[config.mk]
export PLATFORM = sky130hd
export DESIGN_NAME = apb_master_bridge
export DESIGN_NICKNAME = d
export VERILOG_FILES = /design/src/rtl/apb_pkg.sv /design/src/rtl/apb_wait_timer.sv /design/src/rtl/apb_master_bridge.sv
export SDC_FILE = /design/constraint.sdc
export NUM_CORES = 1
export LEC_CHECK = 0
export BUFFER_PORTS_ARGS = -buffer_cell sky130_fd_sc_hd__buf_2
export CAP_MARGIN = 10
export CORE_MARGIN = 5
export CORE_UTILIZATION = 30
export CTS_CLUSTER_DIAMETER = 100
export DETAILED_ROUTE_END_ITERATION = 7
export PLACE_DENSITY = 0.59
export SYNTH_ARGS = -nofsm -noshare
export SYNTH_HDL_FRONTEND = slang
export SYNTH_SLANG_ARGS = --single-unit
[constraint.sdc]
create_clock -name PCLK -period 3.1 [get_ports PCLK]
set_clock_uncertainty 0.2 [all_clocks]
set_input_delay 0.31 -clock PCLK [delete_from_list [all_inputs] [get_ports PCLK]]
set_output_delay 0.31 -clock PCLK [all_outputs]
set_load 0.02 [all_outputs]
[src/rtl/apb_pkg.sv]
// Shared APB definitions: requester state encoding and memory-slave constants,
// used by the bridge, the APB memory slave and the bench.
package apb_pkg;

    typedef enum logic [1:0] {
        APB_IDLE   = 2'b00,
        APB_SETUP  = 2'b01,
        APB_ACCESS = 2'b10
    } apb_state_t;

    localparam int          APB_MEM_DEPTH = 32;
    localparam logic [31:0] APB_ERASED    = 32'hFFFF_FFFF;

endpackage

[src/rtl/apb_wait_timer.sv]
// Wait-state counter for the APB ACCESS phase. Cleared when a new transfer
// starts, counts cycles in which the slave holds PREADY low, and flags the
// last permitted wait cycle so the requester can abort on that edge.
module apb_wait_timer #(
    parameter int TIMEOUT = 16,
    parameter int CNT_W   = $clog2(TIMEOUT + 1)
) (
    input  logic clk,
    input  logic rst,
    input  logic clear,
    input  logic count_en,
    output logic expired
);

    logic [CNT_W-1:0] count;

    // Counter: reset or clear wins over counting.
    always_ff @(posedge clk) begin
        if (rst || clear) begin
            count <= '0;
        end else if (count_en) begin
            count <= count + CNT_W'(1);
        end
    end

    assign expired = (count == CNT_W'(TIMEOUT - 1));

endmodule

[src/rtl/apb_master_bridge.sv]
// APB requester: accepts single-beat commands on a valid/ready port, runs
// each as an APB SETUP/ACCESS transfer and returns a one-cycle response with
// read data and error status. A wait-state timer aborts transfers whose slave
// never raises PREADY.
module apb_master_bridge
    import apb_pkg::*;
#(
    parameter int ADDR_W  = 32,
    parameter int DATA_W  = 32,
    parameter int TIMEOUT = 16
) (
    input  logic              PCLK,
    input  logic              PRESET,
    input  logic              cmd_valid,
    output logic              cmd_ready,
    input  logic              cmd_write,
    input  logic [ADDR_W-1:0] cmd_addr,
    input  logic [DATA_W-1:0] cmd_wdata,
    output logic              rsp_valid,
    output logic [DATA_W-1:0] rsp_rdata,
    output logic              rsp_err,
    output logic              rsp_timeout,
    output logic              PSEL,
    output logic              PENABLE,
    output logic              PWRITE,
    output logic [ADDR_W-1:0] PADDR,
    output logic [DATA_W-1:0] PWDATA,
    input  logic [DATA_W-1:0] PRDATA,
    input  logic              PREADY,
    input  logic              PSLVERR
);

    localparam int TMR_W = $clog2(TIMEOUT + 1);

    apb_state_t state;
    apb_state_t state_next;
    logic       accept;
    logic       done;
    logic       expired;
    logic       state_legal;
    logic       timer_count;

    // A corrupted state register is treated exactly like reset.
    assign state_legal = (state == APB_IDLE) || (state == APB_SETUP) || (state == APB_ACCESS);

    // Transfer completes in ACCESS on PREADY or on the last allowed wait cycle.
    assign done        = (state == APB_ACCESS) && (PREADY || expired);
    assign accept      = cmd_valid && cmd_ready;
    assign timer_count = (state == APB_ACCESS) && !PREADY;

    // APB control strobes follow directly from the phase.
    assign PSEL    = (state == APB_SETUP) || (state == APB_ACCESS);
    assign PENABLE = (state == APB_ACCESS);

    apb_wait_timer #(
        .TIMEOUT (TIMEOUT),
        .CNT_W   (TMR_W)
    ) u_wait_timer (
        .clk      (PCLK),
        .rst      (PRESET),
        .clear    (accept),
        .count_en (timer_count),
        .expired  (expired)
    );

    // State register.
    always_ff @(posedge PCLK) begin
        if (PRESET) begin
            state <= APB_IDLE;
        end else begin
            state <= state_next;
        end
    end

    // Next-state and command handshake; a completing ACCESS may accept the next command.
    always_comb begin
        state_next = state;
        cmd_ready  = 1'b0;
        case (state)
            APB_IDLE: begin
                cmd_ready = 1'b1;
                if (cmd_valid) begin
                    state_next = APB_SETUP;
                end
            end
            APB_SETUP: begin
                state_next = APB_ACCESS;
            end
            APB_ACCESS: begin
                if (PREADY || expired) begin
                    cmd_ready  = 1'b1;
                    state_next = cmd_valid ? APB_SETUP : APB_IDLE;
                end
            end
            default: begin
                state_next = APB_IDLE;
            end
        endcase
    end

    // Address/data latch on accept and one-cycle response capture on completion.
    always_ff @(posedge PCLK) begin
        if (PRESET || !state_legal) begin
            PADDR       <= '0;
            PWDATA      <= '0;
            PWRITE      <= 1'b0;
            rsp_valid   <= 1'b0;
            rsp_rdata   <= '0;
            rsp_err     <= 1'b0;
            rsp_timeout <= 1'b0;
        end else begin
            rsp_valid   <= done;
            rsp_rdata   <= (done && PREADY && !PWRITE) ? PRDATA : '0;
            rsp_err     <= done && (PREADY ? PSLVERR : 1'b1);
            rsp_timeout <= done && !PREADY;
            if (accept) begin
                PADDR  <= cmd_addr;
                PWDATA <= cmd_wdata;
                PWRITE <= cmd_write;
            end
        end
    end

endmodule

# Yosys cells after proc, flatten, opt, wreduce, memory -nomap -nowiden

Cells that the tools add are included.

Multiply operators: 0
Mux-type cells: 7
$lt $le $gt $ge: 0
Add/subtract/negate cells: 1
Equal/unequal tests: 5
Reductions and logical operators: 19
Shift-type cells: 0
Div/mod/pow operators: 0
Bitwise operators: 1

Operators with widths:

| kind                  | count |
|---|---|
| $logic_and A1 B1 Y1   | 7 |
| $logic_or A1 B1 Y1    | 6 |
| $pmux W2 S3           | 1 |
| $add A5 B1 Y5 const B | 1 |
| $eq A5 B4 Y1 const B  | 1 |
| $mux W2               | 2 |
| $logic_not A1 Y1      | 3 |
| $mux W1               | 3 |
| $eq A2 B1 Y1 const B  | 1 |
| $eq A2 B2 Y1 const B  | 1 |
| $logic_not A2 Y1      | 1 |
| $ne A2 B1 Y1 const B  | 1 |
| $ne A2 B2 Y1 const B  | 1 |
| $pmux W1 S2           | 1 |
| $reduce_and A2 Y1     | 1 |
| $reduce_or A2 Y1      | 1 |
| $not A1 Y1            | 1 |

Latch bits: 0
Bits in read-only memories: 0
RAM bits: 0
Output and inout bits: 103
Bits of input ports: 102
Logic and storage cells: 42
Memories: 0
Flip-flop bits (word level): 107

# Longest topological paths before layout

Depth after elaboration: 7
Gate-level depth with buffers: 8

# Hierarchy

From an unflattened synthesis, not the netlist that was laid out.

Cells, all modules: 602
Area, all modules: 5751.8 um2

Modules (own cells, without submodules):

| module            | seq. area each (um2) | area each (um2) | cells each | times used |
|---|---|---|---|---|
| apb_master_bridge | 2042.0               | 5494.0          | 578        | 1 |
| apb_wait_timer    | 100.1                | 257.7           | 24         | 1 |

# Worst setup path before layout

No wires, ideal clock.

Path kind: register to register
Start: register u_wait_timer.count[0]
End: register u_wait_timer.count[4]
Arrival: 1.707 ns
Slack: 1.094 ns
Cell stages (with the launch flop): 9
Library setup time: 0.100 ns
Cells stage by stage: dfxtp_1 > ha_1 > and3_1 > ha_1 > o21ai_2 > a21boi_2 > buf_6 > buf_12 > a2111oi_4

Longest elaborated chain between the ends: 6

Ends and longest elaborated chain:

| element                  | RTL line                | source |
|---|---|---|
| start: declaration       | apb_wait_timer.sv:15    | `logic [CNT_W-1:0] count;` |
| start signal: assignment | apb_wait_timer.sv:22    | `count <= count + CNT_W'(1);` |
| $eq A5 B4 Y1             | apb_wait_timer.sv:26    | `assign expired = (count == CNT_W'(TIMEOUT - 1));` |
| $logic_or A1 B1 Y1       | apb_master_bridge.sv:90 | `if (PREADY \|\| expired) begin` |
| $mux W1                  | apb_master_bridge.sv:90 |  |
| $pmux W1 S2              | apb_master_bridge.sv:79 | `case (state)` |
| $logic_and A1 B1 Y1      | apb_master_bridge.sv:48 | `assign accept = cmd_valid && cmd_ready;` |
| $logic_or A1 B1 Y1       | apb_wait_timer.sv:19    | `if (rst \|\| clear) begin` |

Parallel ways exist; a longest one is shown, timed or not.
A chain may end at the register's enable or synchronous reset.

# Final worst setup path

Start: register u_wait_timer.count[0]
End: output port cmd_ready

Longest elaborated chain between the ends: 4

Ends and longest elaborated chain:

| element            | RTL line                | source |
|---|---|---|
| $eq A5 B4 Y1       | apb_wait_timer.sv:26    |  |
| $logic_or A1 B1 Y1 | apb_master_bridge.sv:90 |  |
| $mux W1            | apb_master_bridge.sv:90 |  |
| $pmux W1 S2        | apb_master_bridge.sv:79 |  |
| end: declaration   | apb_master_bridge.sv:15 | `output logic cmd_ready,` |

Every way passes these cells.

==> summary.txt <==
Met2 Routed Length - 5079 um
Mapped Avg Cell Area - 9.942 um2
full die area - 0.01591 mm2
Synth warnings - 0
Maximum Capacitance Violations - 0
hold depth - 3
power density over cell area - 535.5 mW/mm2
critical path class - reg2out
Post-Route WL - 11010 um
share of post-route cells with drive strength above 1 - 0.3398
initial antenna violation count - 0
row cnt - 42
CTS tree - built
met3 wire length - 862 um
Power Total - 0.003318 W
Tcrit/Tclk final - 0.7525
Antenna diodes - 0
CTS max path bufs - 2
Clock transition at path regs - 0.07 ns
post-layout min period - 2.333 ns
R2R setup slack - 0.77 ns
per-cell routed wire length - 12.96 um
relative slew slack - 0.4994
CP endpoint kind - output pin
Data arrival, critical path - 1.82 ns
drt pass-1 iters - 4
final hold slack - 0.01357 ns
first-pass GRT wire length - 17530 um
final non-filler cell total - 850
post-synth net total - 516
Initial Utilization - 0.3056
ys async rst share - 0
Post-synth EDFFs - 0
grt total ovfl - 0
detailed-route via count - 3577
status - complete, no violations
Syn Inst Count - 407
synthesized area - 0.004046 mm2
DRC Markers - 0
hold_sp - cmd_addr[10]
placed instance count - 765
VDD IR max - 290.6 uV
via/cell ratio - 4.208
Static Leak - 3.062 nW
fillers - 1284
Reg-to-Reg Start - u_wait_timer.count[0]
Post-DRT Antenna Nets - 0
Slew @ Worst Pin - 0.7503 ns
Core Box Area - 0.01324 mm2
reg2reg end - PWDATA[25]
Synth cell types - 34
f_max - 428.7 MHz
crit-path max FO - 5
GRT Util Overall - 0.1347
GP Congestion - 0.7999
Startpoint Class - flip-flop
fin. max-slew vios - 0
largest net degree at the start of global routing - 133
Nets - 778
IO buf count - 204
setup TNS - 0 ns
R2R depth - 7
clk sinks - 107
worst path required time - 2.59 ns
Clock Tree Root - clkbuf_16
H-tree Lvls - 3
Hold Crit Class - in2reg
M1 wire length - 4709 um
Syn-to-layout area delta - 53.15%
Die Y - 126.1 um
clk_lat worst skew - 0.34 ns
post-synthesis register bit count - 107
total CTS buffers - 9
register area - 0.002142 mm2
footprint of the multi-input gates - 0.001692 mm2
die width - 126.1 um
post-synthesis sequential area ratio - 0.5294
Top FF cell, synth - dfxtp_1
hold endpoint - PADDR[10]
IO Count - 205
Fin. Hold Viols - 0
HPWL after DPL - 7529 um
Max Used Layer - met4
final setup fails - 0
Detailed Route Iter0 Violations - 109
RSZ-0062 raised after global routing - false
vias in the first global route - 3592
-- timing repair --
item / 4_1_cts / 5_1_grt
hold buffers: 69 / 0
hold endpoints to repair: 69 / 0
endpoints found under the setup margin: 0 / 0
gates resized for setup: 0 / 0
buffers inserted: 0 / 0
-- synthesized netlist by cell type, types with 2 or more instances --
master    number  area share
o21ai_0        3      0.0037
mux2i_1       67        0.17
nand2_1      132        0.12
buf_6          2      0.0056
dfxtp_1      107        0.53
clkbuf_2       3      0.0037
buf_2         10       0.012
inv_1          5      0.0046
nor2_1         2      0.0019
and2_1        32       0.049
ha_1           7       0.022
nand3b_1       2      0.0037
buf_8          5       0.019
and3_1         2      0.0031
nor3_1         4      0.0049
clkbuf_1       5      0.0046
a21oi_1        2      0.0025
-- how the worst max path moves through the flow --
stage                               start  slack (ns)                     to
floorplan           u_wait_timer.count[0]        1.09  u_wait_timer.count[4]
global route        u_wait_timer.count[0]        0.56             PWDATA[22]
global placement    u_wait_timer.count[0]        0.87             PWDATA[25]
detailed placement  u_wait_timer.count[0]        0.75             PWDATA[22]
finish              u_wait_timer.count[0]        0.77              cmd_ready
CTS                 u_wait_timer.count[0]        0.72              cmd_ready
-- where the power goes --
group	internal [W]	leakage [nW]	total [W]	switching [W]
Combinational	0.000263	2.03	0.000566	0.000303
Sequential	0.00145	0.873	0.00150	0.0000425
Clock	0.000724	0.160	0.00126	0.000533
-- layout by cell type (no fill, tap or decap) --
cell / n
a2111oi_4: 1
a211oi_1: 1
a21boi_4: 1
a21oi_1: 2
and2_1: 32
and2b_1: 1
and3_1: 2
and4b_1: 1
buf_12: 4
buf_2: 204
bufinv_16: 2
clkbuf_16: 9
clkinv_4: 1
clkinvlp_4: 1
dfxtp_1: 107
dlygate4sd3_1: 69
ha_1: 7
inv_1: 5
inv_6: 1
inv_8: 2
mux2i_1: 67
nand2_1: 132
nand2b_1: 1
nand3_1: 1
nand3b_1: 2
nor2_1: 2
nor2_4: 1
nor2b_1: 1
nor3_1: 4
nor3b_1: 1
o2111ai_1: 1
o21ai_0: 3
o21ai_2: 1
or3_1: 1
or3b_2: 1
xnor2_1: 1
xor2_1: 1
-- critical path: stages (launching register included) --
cell and delay [ns]:
dfxtp_1 0.34, ha_1 0.21, and3_1 0.19, ha_1 0.25
o21ai_2 0.25, nand2_1 0.08, buf_2 0.16
-- logic make-up (layout without fill, tap and decap cells) --
kind of cell | after synthesis | in the layout | share of synthesized area
multiplexers | 67 | 67 | 0.1657
adder cells (fa/ha/maj) | 7 | 7 | 0.02164
XOR/XNOR | 2 | 2 | 0.004330
AO/OA/AOI/OAI | 10 | 10 | 0.02196
flip-flops | 107 | 107 | 0.5294
buffers and inverters | 31 | 298 | 0.05442
AND/OR/NAND/NOR | 183 | 183 | 0.2025
-- registers in the layout, summed over array words and instances (netlist names) --
signal and count:
PADDR 32, PWDATA 32, PWRITE 1, rsp_err 1, rsp_rdata 32, rsp_timeout 1
rsp_valid 1, state 2, u_wait_timer.count 5
-- layout make-up --
| cell class | instances | area share |
|---|---|---|
| inverters | 5 | 0.003028 |
| clock inverters | 7 | 0.01736 |
| repair buffers | 277 | 0.2891 |
| clock buffers | 9 | 0.03634 |
| multi-input cells | 269 | 0.2730 |
| flip-flops and latches | 107 | 0.3456 |
| well taps | 176 | 0.03553 |
-- per-stage QoR --
| stage | utilization | setup WS [ns] | area [um2] |
|---|---|---|---|
| after global routing | 0.4680 | 0.5560 | 6197 |
| after floorplan | - | 1.094 | 4046 |
| after CTS | 0.4680 | 0.7235 | 6197 |
| after global placement | 0.3907 | 0.8712 | 5174 |
| after detailed placement | 0.3907 | 0.7524 | 5174 |
| final | 0.4680 | 0.7672 | 6197 |
-- metal layers --
metal | track usage | vias up
met4 | 0.07066 | 0
met1 | 0.1607 | 1569
met3 | 0.04064 | 27
met2 | 0.2185 | 150
met5 | 0 | -
li1 | - | 1831
Note: power is estimated with default switching activity, not from simulation.
